$ cat src/rtl/cbf_decimator.sv
// Float-to-fixed conversion, DEC-sample boxcar decimation and a small output FIFO.
// Latency: DEC-th valid sample to out_valid is 2 clk; FIFO drains on out_valid&&out_ready, drops and flags overflow when full.

package cbf_util_pkg;
  typedef struct packed {
    logic        sign;
    logic [7:0]  exp;
    logic [22:0] mant;
  } floatType;
  localparam int FLT_BIAS = 127;
endpackage

module cbf_decimator
  import cbf_util_pkg::*;
#(
  parameter  int DEC        = 4,
  parameter  int OUT_W      = 16,
  parameter  int FRAC       = 14,
  parameter  int FIFO_DEPTH = 4,
  localparam int ACC_W      = OUT_W + $clog2(DEC)
) (
  input  logic                    clk,
  input  logic                    rst,
  input  floatType                in,
  input  logic                    in_valid,
  input  logic                    clr,
  output logic signed [ACC_W-1:0] out_data,
  output logic                    out_valid,
  input  logic                    out_ready,
  output logic                    overflow
);

  localparam int PH_W = (DEC > 1) ? $clog2(DEC) : 1;
  localparam int AW   = (FIFO_DEPTH > 2) ? $clog2(FIFO_DEPTH) : 1;
  localparam logic [PH_W-1:0]        PH_LAST  = PH_W'(DEC - 1);
  localparam logic [AW:0]            FULL_CNT = (AW + 1)'(FIFO_DEPTH);
  localparam logic signed [OUT_W-1:0] CONV_MAX = {1'b0, {(OUT_W-1){1'b1}}};
  localparam logic signed [OUT_W-1:0] CONV_MIN = {1'b1, {(OUT_W-1){1'b0}}};

  // ---------------- stage 1: float -> saturated fixed point ----------------
  int                        sh;
  logic [7:0]                sh_amt;
  logic [OUT_W+23:0]         sig_ext;
  logic [OUT_W+23:0]         shifted;
  logic [OUT_W-1:0]          mag;
  logic signed [OUT_W-1:0]   conv_nx;
  logic signed [OUT_W-1:0]   conv_q;
  logic                      s1_vld;

  always_comb begin
    sh      = int'(in.exp) - FLT_BIAS + FRAC;
    sh_amt  = sh[7:0];
    sig_ext = {{OUT_W{1'b0}}, 1'b1, in.mant};
    shifted = sig_ext << sh_amt;
    mag     = shifted[23 +: OUT_W];
    conv_nx = '0;
    if (in.exp == 8'd0) begin
      conv_nx = '0;
    end else if (in.exp == 8'hFF || sh >= OUT_W - 1) begin
      // Magnitude >= 2^(OUT_W-1): the negative limit is exact, the positive one clips.
      conv_nx = in.sign ? CONV_MIN : CONV_MAX;
    end else if (sh < 0) begin
      conv_nx = '0;
    end else begin
      conv_nx = in.sign ? -$signed(mag) : $signed(mag);
    end
  end

  always_ff @(posedge clk or negedge rst) begin
    if (!rst) begin
      conv_q <= '0;
      s1_vld <= 1'b0;
    end else if (clr) begin
      conv_q <= '0;
      s1_vld <= 1'b0;
    end else begin
      conv_q <= conv_nx;
      s1_vld <= in_valid;
    end
  end

  // ---------------- stage 2: boxcar accumulate ----------------
  logic signed [ACC_W-1:0] acc;
  logic signed [ACC_W-1:0] conv_ext;
  logic signed [ACC_W-1:0] sum;
  logic [PH_W-1:0]         phase;
  logic                    push_vld;
  logic signed [ACC_W-1:0] push_dat;

  always_comb begin
    conv_ext = ACC_W'(conv_q);
    sum      = acc + conv_ext;
  end

  always_ff @(posedge clk or negedge rst) begin
    if (!rst) begin
      acc      <= '0;
      phase    <= '0;
      push_vld <= 1'b0;
      push_dat <= '0;
    end else if (clr) begin
      acc      <= '0;
      phase    <= '0;
      push_vld <= 1'b0;
      push_dat <= '0;
    end else begin
      push_vld <= 1'b0;
      if (s1_vld) begin
        if (phase == PH_LAST) begin
          push_vld <= 1'b1;
          push_dat <= sum;
          acc      <= '0;
          phase    <= '0;
        end else begin
          acc   <= sum;
          phase <= phase + PH_W'(1);
        end
      end
    end
  end

  // ---------------- output FIFO ----------------
  logic signed [ACC_W-1:0] mem [FIFO_DEPTH];
  logic [AW-1:0]           wr_ptr;
  logic [AW-1:0]           rd_ptr;
  logic [AW:0]             cnt;
  logic                    full;
  logic                    empty;
  logic                    pop;
  logic                    wr_en;
  logic                    drop;

  always_comb begin
    full  = (cnt == FULL_CNT);
    empty = (cnt == '0);
    pop   = !empty && out_ready;
    // A simultaneous pop frees the slot, so a push into a full FIFO is kept.
    wr_en = push_vld && (!full || pop);
    drop  = push_vld && full && !pop;
  end

  always_ff @(posedge clk or negedge rst) begin
    if (!rst) begin
      for (int i = 0; i < FIFO_DEPTH; i++) mem[i] <= '0;
      wr_ptr   <= '0;
      rd_ptr   <= '0;
      cnt      <= '0;
      overflow <= 1'b0;
    end else if (clr) begin
      for (int i = 0; i < FIFO_DEPTH; i++) mem[i] <= '0;
      wr_ptr   <= '0;
      rd_ptr   <= '0;
      cnt      <= '0;
      overflow <= 1'b0;
    end else begin
      if (wr_en) begin
        mem[wr_ptr] <= push_dat;
        wr_ptr      <= wr_ptr + AW'(1);
      end
      if (pop) rd_ptr <= rd_ptr + AW'(1);
      case ({wr_en, pop})
        2'b10:   cnt <= cnt + (AW + 1)'(1);
        2'b01:   cnt <= cnt - (AW + 1)'(1);
        default: cnt <= cnt;
      endcase
      if (drop) overflow <= 1'b1;
    end
  end

  always_comb begin
    out_valid = !empty;
    out_data  = empty ? '0 : mem[rd_ptr];
  end

endmodule

$ cat config.mk
export PLATFORM = sky130hd
export DESIGN_NAME = cbf_decimator
export DESIGN_NICKNAME = d
export VERILOG_FILES = /design/src/rtl/cbf_decimator.sv
export SDC_FILE = /design/constraint.sdc
export NUM_CORES = 1
export LEC_CHECK = 0
export CORE_AREA = 2 2 135 137
export DETAILED_ROUTE_END_ITERATION = 12
export DIE_AREA = 0 0 137 139
export GPL_TIMING_DRIVEN = 0
export PLACE_DENSITY = 0.76
export SLEW_MARGIN = 20
export SYNTH_ARGS = -nofsm -noshare
export SYNTH_HDL_FRONTEND = slang
export SYNTH_SLANG_ARGS = --single-unit
$ cat constraint.sdc
create_clock -name clk -period 2.5 [get_ports clk]
set_clock_uncertainty 0.05 [all_clocks]
set_input_delay 0.5 -clock clk [delete_from_list [all_inputs] [get_ports clk]]
set_output_delay 0.5 -clock clk [all_outputs]
set_load 0.01 [all_outputs]
Word-level counts from Yosys, hierarchy flattened
Index checks and enable logic that the tools add are counted.
Word-level totals
  register bits after elaboration: 136
  latch bits: 0
  memory bits (writable): 0
  memory bits (read-only): 0
  bits of input ports: 37
  output and inout port bits: 20
  logic and storage cells: 91
  memories: 0
Cells by class
  add/sub/neg operators: 9
  $mul: 0
  divide/modulo/power cells: 0
  $lt $le $gt $ge: 5
  equality and inequality tests: 5
  shifts and indexed selects: 1
  multiplexer cells: 36
  bitwise operators: 2
  reduce and logical (&&, ||, !) cells: 19
Operators by type and width (count)
  18-bit two-way mux: 10
  72-bit two-way mux: 2
  16-bit two-way mux: 6
  72-bit bitwise mux: 1
  24-bit by 8-bit << shifter with 39-bit output: 1
  18-bit binary-select mux with 2-bit select: 1
  18-bit demux with 2-bit select: 1
  18-bit by 16-bit adder with 18-bit output: 1
  16-bit negation: 1
  2-bit two-way mux: 7
  9-bit by 5-bit adder with 10-bit output (second input constant): 1
  10-bit by 5-bit greater-or-equal comparator with 1-bit output (second input constant): 1
  10-bit by 1-bit less-than comparator with 1-bit output (second input constant): 1
  2-bit nonzero test: 5
  8-bit by 7-bit subtractor with 9-bit output (second input constant): 1
  8-bit == test (second input constant): 1
  8-bit zero test: 1
  2-bit by 1-bit adder with 2-bit output (second input constant): 3
  3-bit greater-or-equal comparator (second input constant): 2
  1-bit two-way mux: 6
  2-bit NOT with 3-bit output: 2
  3-bit case mux with 2 select lines: 1
  1-bit logical AND: 5
  2-bit == test (second input constant): 2
  11 further kinds: 14

Longest topological paths before layout
  depth after elaboration: 9
  gate-level depth with buffers: 23
  gate-level depth less buffers: 15

Worst setup path before layout
OpenSTA, ideal clock, no wires.
  path kind: in2reg
  start point: in in[23] (netlist name)
  end point: reg conv_q[12]
  setup time: 123 ps
  data arrival time: 5122 ps
  required time: 2327 ps
  setup slack: -2795 ps
  stages on the path: 21
  path buffers: 8
  cells stage by stage: buf_6 buf_2 inv_1 buf_1 ha_1 buf_2 inv_1 clkbuf_1 buf_1 ha_1 buf_2 buf_2 mux2_2 o21ai_0 mux2i_1 mux4_2 o211ai_2 nand4_2 nor4_4 a31o_1 o21ai_1
On the way
  cells in the longest elaborated chain, start to end: 9
  elaborated cells on any way between the ends: 14
  those cells by class: add/sub (3); order compare (2); eq/ne (1); shift (1); mux (5); reduce/logical (2)
Ends and longest elaborated chain
  start, declared: line 24  | input floatType in,
  8-bit by 7-bit subtractor with 9-bit output: line 51  | sh = int'(in.exp) - FLT_BIAS + FRAC;
  9-bit by 5-bit adder with 10-bit output: line 51
  24-bit by 8-bit << shifter with 39-bit output: line 54  | shifted = sig_ext << sh_amt;
  16-bit negation: line 65  | conv_nx = in.sign ? -$signed(mag) : $signed(mag);
  16-bit two-way mux: line 65
  16-bit two-way mux: line 62  | end else if (sh < 0) begin
  16-bit two-way mux: line 59  | end else if (in.exp == 8'hFF || sh >= OUT_W - 1) begin
  16-bit two-way mux (*): line 57  | if (in.exp == 8'd0) begin
  16-bit two-way mux (*): line 73  | end else if (clr) begin
  end signal, assigned: line 77  | conv_q <= conv_nx;
  end, declared: line 47  | logic signed [OUT_W-1:0] conv_q;
Mark *: on every way between the ends. The rest lies on a longest branch, timed or not.
A chain may end at the register's enable or synchronous reset.

Final worst setup path
  start point: in in[23] (netlist name)
  end point: reg conv_q[7]
Same word-level chain as after synthesis.

==> impl_metrics.csv <==
group,metric,value,unit
outcome,status,"finished, violations left",
outcome,failed_checks,"setup timing",
place,port_buffers,53,
detailed_routing,postRouteAntennaNets,0,
grt,grt_first_pass_wirelength,46.1,mm
yosys,synth-edff-count,0,
floorplanning,die_area,19000,um^2
run,cap_violations,0,
detailed_routing,routed_wl,29.5,mm
floorplanning,coreArea,17700,um^2
cells_and_area,drive_gt1_share,29.7,%
grt,grt_max_degree,87,
power_and_ir_drop,intPower,5.41,mW
detailed_routing,drcViolationCount,0,
place,dpl.cell_count,1308,
power_and_ir_drop,power_leakage,5.44,nW
place,place.detailed.hpwl,18.8,mm
yosys,synth.largest_area_cell,"dfrtp_1",
cells_and_area,final_nets,1258,
critical_path,cp-end-kind,"flip-flop",
detailed_routing,first_pass_iters,6,
detailed_routing,routed_via_density,6.40,
timing,tns,-25.95,ns
worst_hold_path,hold_path_class,"reg2reg",
cells_and_area,fin_area,12600,um^2
power_and_ir_drop,p_clk_share,34.1,%
yosys,synthCells,1025,
floorplanning,die_height,139,um
power_and_ir_drop,swShare,31.9,%
detailed_routing,drt-initial-drc-count,876,
yosys,syn_area_per_cell,9.25,um^2
critical_path,cp_data_arrival_time,4.45,ns
grt,grtUsageTotal,30.4,%
clock_tree,cts.path.max_buffers,2,
timing,post-route-period-util,167,%
timing,rsz0062_at_grt,"true",
clock_tree,cts_buffers,17,
detailed_routing,vias,9181,
grt,antenna_found_initial,0,
timing,setup_ws,-1.66,ns
floorplanning,num_rows,49,
cells_and_area,area_growth,33.1,%
yosys,synth.distinct_cells,82,
yosys,synth_seq_area_share,35.9,%
clock_tree,root_buffer,"clkbuf_16",
timing,period_minus_slack,4.16,ns
clock_tree,cts_tree,"yes",
yosys,async_flop_share,100,%
timing,setup_viol,32,
critical_path,crit_required,2.79,ns
power_and_ir_drop,switchingPower,2.53,mW
yosys,yosysTopAreaCellShare,35.9,%
yosys,synth_top_cells_by_area,"dfrtp_1 (36%), mux4_2 (8.6%), nand2_1 (8.0%)",
grt,grt_pass1_vias,9082,
yosys,synth.net_count,1090,
clock_tree,worstSkewPairLatency,0.43,ns
timing,max_freq,0.240,GHz
yosys,ys_seq_elements,136,
detailed_routing,wl_per_cell,20.6,um
timing,slew-limit-headroom,50.2,%
cells_and_area,layout.cells.non_filler,1435,
power_and_ir_drop,p_comb_share,36.4,%
timing,finalHoldViolations,0,
place,gp_congestion,0.986,
timing,tightest_slew,0.742,ns
power_and_ir_drop,powerDensity,630,nW/um^2
critical_path,worstSetupPathType,"in2reg",
power_and_ir_drop,pwr-share-seq,29.5,%
clock_tree,path_clk_slew,0.06,ns
clock_tree,htree_levels,4,
yosys,yosys_warnings,0,
clock_tree,numClockSinks,136,
place,placed_area,10500,um^2
floorplanning,die_w,137,um
floorplanning,initial_utilization,53.7,%
critical_path,crit_path_start_kind,"input pin",
cells_and_area,insertedDiodeCount,0,
yosys,syn_area,9480,um^2
yosys,ys.flop_type,"dfrtp_1",
power_and_ir_drop,irDropWorstVdd,0.627,mV
critical_path,cp_max_fo,6,
timing,final_max_slew_viol_count,0,
floorplanning,pin_count,57,
grt,grt-ovfl-total,0,
## what timing repair did
item                                   in CTS  in global routing
pin swaps                                  71                 59
setup endpoints to repair                  91                109
endpoints found under the hold margin      50                  0
setup buffers                              77                 31
hold buffers                                1                  0
resized for setup                         181                 86
cloned                                      3                  0
## Yosys cell counts, drive strengths merged, types with 3 or more instances
library cell and instances:
and2 29, o21a 3, a221oi 3, o21bai 6
nor2 49, a22o 30, a31oi 9, a21oi 118
and3 8, nor2b 3, or4 4, o21ai 46
a21o 12, clkbuf 43, nor4b 3, nand2b 7
o31ai 5, nand2 203, a31o 3, a211oi 8
xnor2 26, nor4 6, nand4 5, or3 4
xor2 8, mux2 12, ha 26, buf 27
nand3b 6, or2 5, inv 23, nor3 11
dfrtp 136, o211ai 6, mux2i 39, mux4 40
nand3 22
## layer usage
metal | vias up | wire length, um | track usage, %
li1 | 4044 | - | -
met1 | 4541 | 11300 | 37.5
met2 | 458 | 15100 | 52.4
met3 | 138 | 2010 | 5.34
met4 | 0 | 1160 | 12.5
met5 | - | 0 | 0
## registers in the layout (all words and copies together), names as in the netlist
register  count
overflow      1
s1_vld        1
push_dat     18
wr_ptr        2
cnt           3
rd_ptr        2
phase         2
conv_q       16
acc          18
mem          72
push_vld      1
## power by group through the flow
stage          clock [mW]  sequential [mW]  combinational, mW
2_1_floorplan           0             2.35               1.47
3_3_place_gp            0             2.36               1.96
3_5_place_dp            0             2.36               1.99
4_1_cts              2.70             2.33               2.57
5_1_grt              2.82             2.35               3.06
6_report             2.71             2.34               2.89
## final timing paths
kind,slack [ns],end,start,cells after the start
hold / removal,0.47,mem[55],mem[55],2
setup reg to reg,-0.35,push_dat[16],acc[0],13
setup / recovery,-1.66,conv_q[7],in[23],21
min in group asynchronous,0.54,mem[38],rst,2
max in group asynchronous,1.10,conv_q[14],rst,3
hold reg to reg,0.47,mem[55],mem[55],2
## logic make-up after synthesis
group,after synthesis,share of synthesized area [%]
buffers and inverters,93,4.36
xor gates and xnor gates,35,3.74
and+or+nand+nor,371,18.4
DFF,136,35.9
AOI/OAI and AO/OA,271,18.6
adders and majority gates,28,3.85
muxes,91,15.2
## per-stage QoR
step / hold slack (ns) / worst slack (ns) / power (mW) / utilization [%]
after global placement: 0.424 / -4.53 / 4.32 / 59.3
after detailed placement: 0.395 / -3.15 / 4.35 / 59.5
after floorplan: 0.154 / -2.04 / 3.82 / -
after global routing: 0.483 / -1.70 / 8.23 / 71.4
after CTS: 0.464 / -1.48 / 7.60 / 69.0
final: 0.468 / -1.66 / 7.95 / 71.4
## placed cells by master (no fill, tap or decap), types with 12 or more instances in the layout
master | netlist | final
a21oi_1 | 117 | 104
a21oi_2 | 0 | 12
a22o_1 | 30 | 30
and2_1 | 29 | 27
buf_2 | 12 | 15
buf_4 | 5 | 83
buf_6 | 4 | 21
clkbuf_1 | 43 | 29
clkbuf_16 | 0 | 21
clkbuf_2 | 0 | 14
clkdlybuf4s50_1 | 0 | 31
dfrtp_1 | 136 | 133
ha_1 | 26 | 22
inv_1 | 23 | 19
mux2i_1 | 39 | 32
mux4_2 | 36 | 36
nand2_1 | 203 | 199
nand3_1 | 21 | 16
nor2_1 | 48 | 38
o21ai_0 | 44 | 25
o21ai_1 | 2 | 15
xnor2_1 | 24 | 15
## critical path: stages
cell	delay, ns
buf_8	0.08
buf_12	0.09
buf_12	0.10
inv_8	0.03
buf_8	0.12
ha_4	0.30
inv_4	0.04
clkbuf_16	0.14
buf_12	0.12
ha_4	0.30
buf_12	0.14
buf_8	0.13
mux4_2	0.32
mux2i_2	0.22
inv_1	0.09
mux4_2	0.55
o211ai_4	0.31
nand3_4	0.15
nand2b_4	0.17
or3b_1	0.35
a31oi_1	0.20
## layout make-up
| type | count | area, um^2 |
|---|---|---|
| tap | 229 | 287 |
| clock buffer | 21 | 470 |
| multi-input combinational | 796 | 6300 |
| timing repair buffer | 156 | 1400 |
| inverter | 23 | 100 |
| buffer | 63 | 475 |
| sequential | 136 | 3410 |
| fill | 1217 | 5040 |
| clock inverter | 11 | 170 |
No activity file was read; power rests on OpenSTA's default activity.
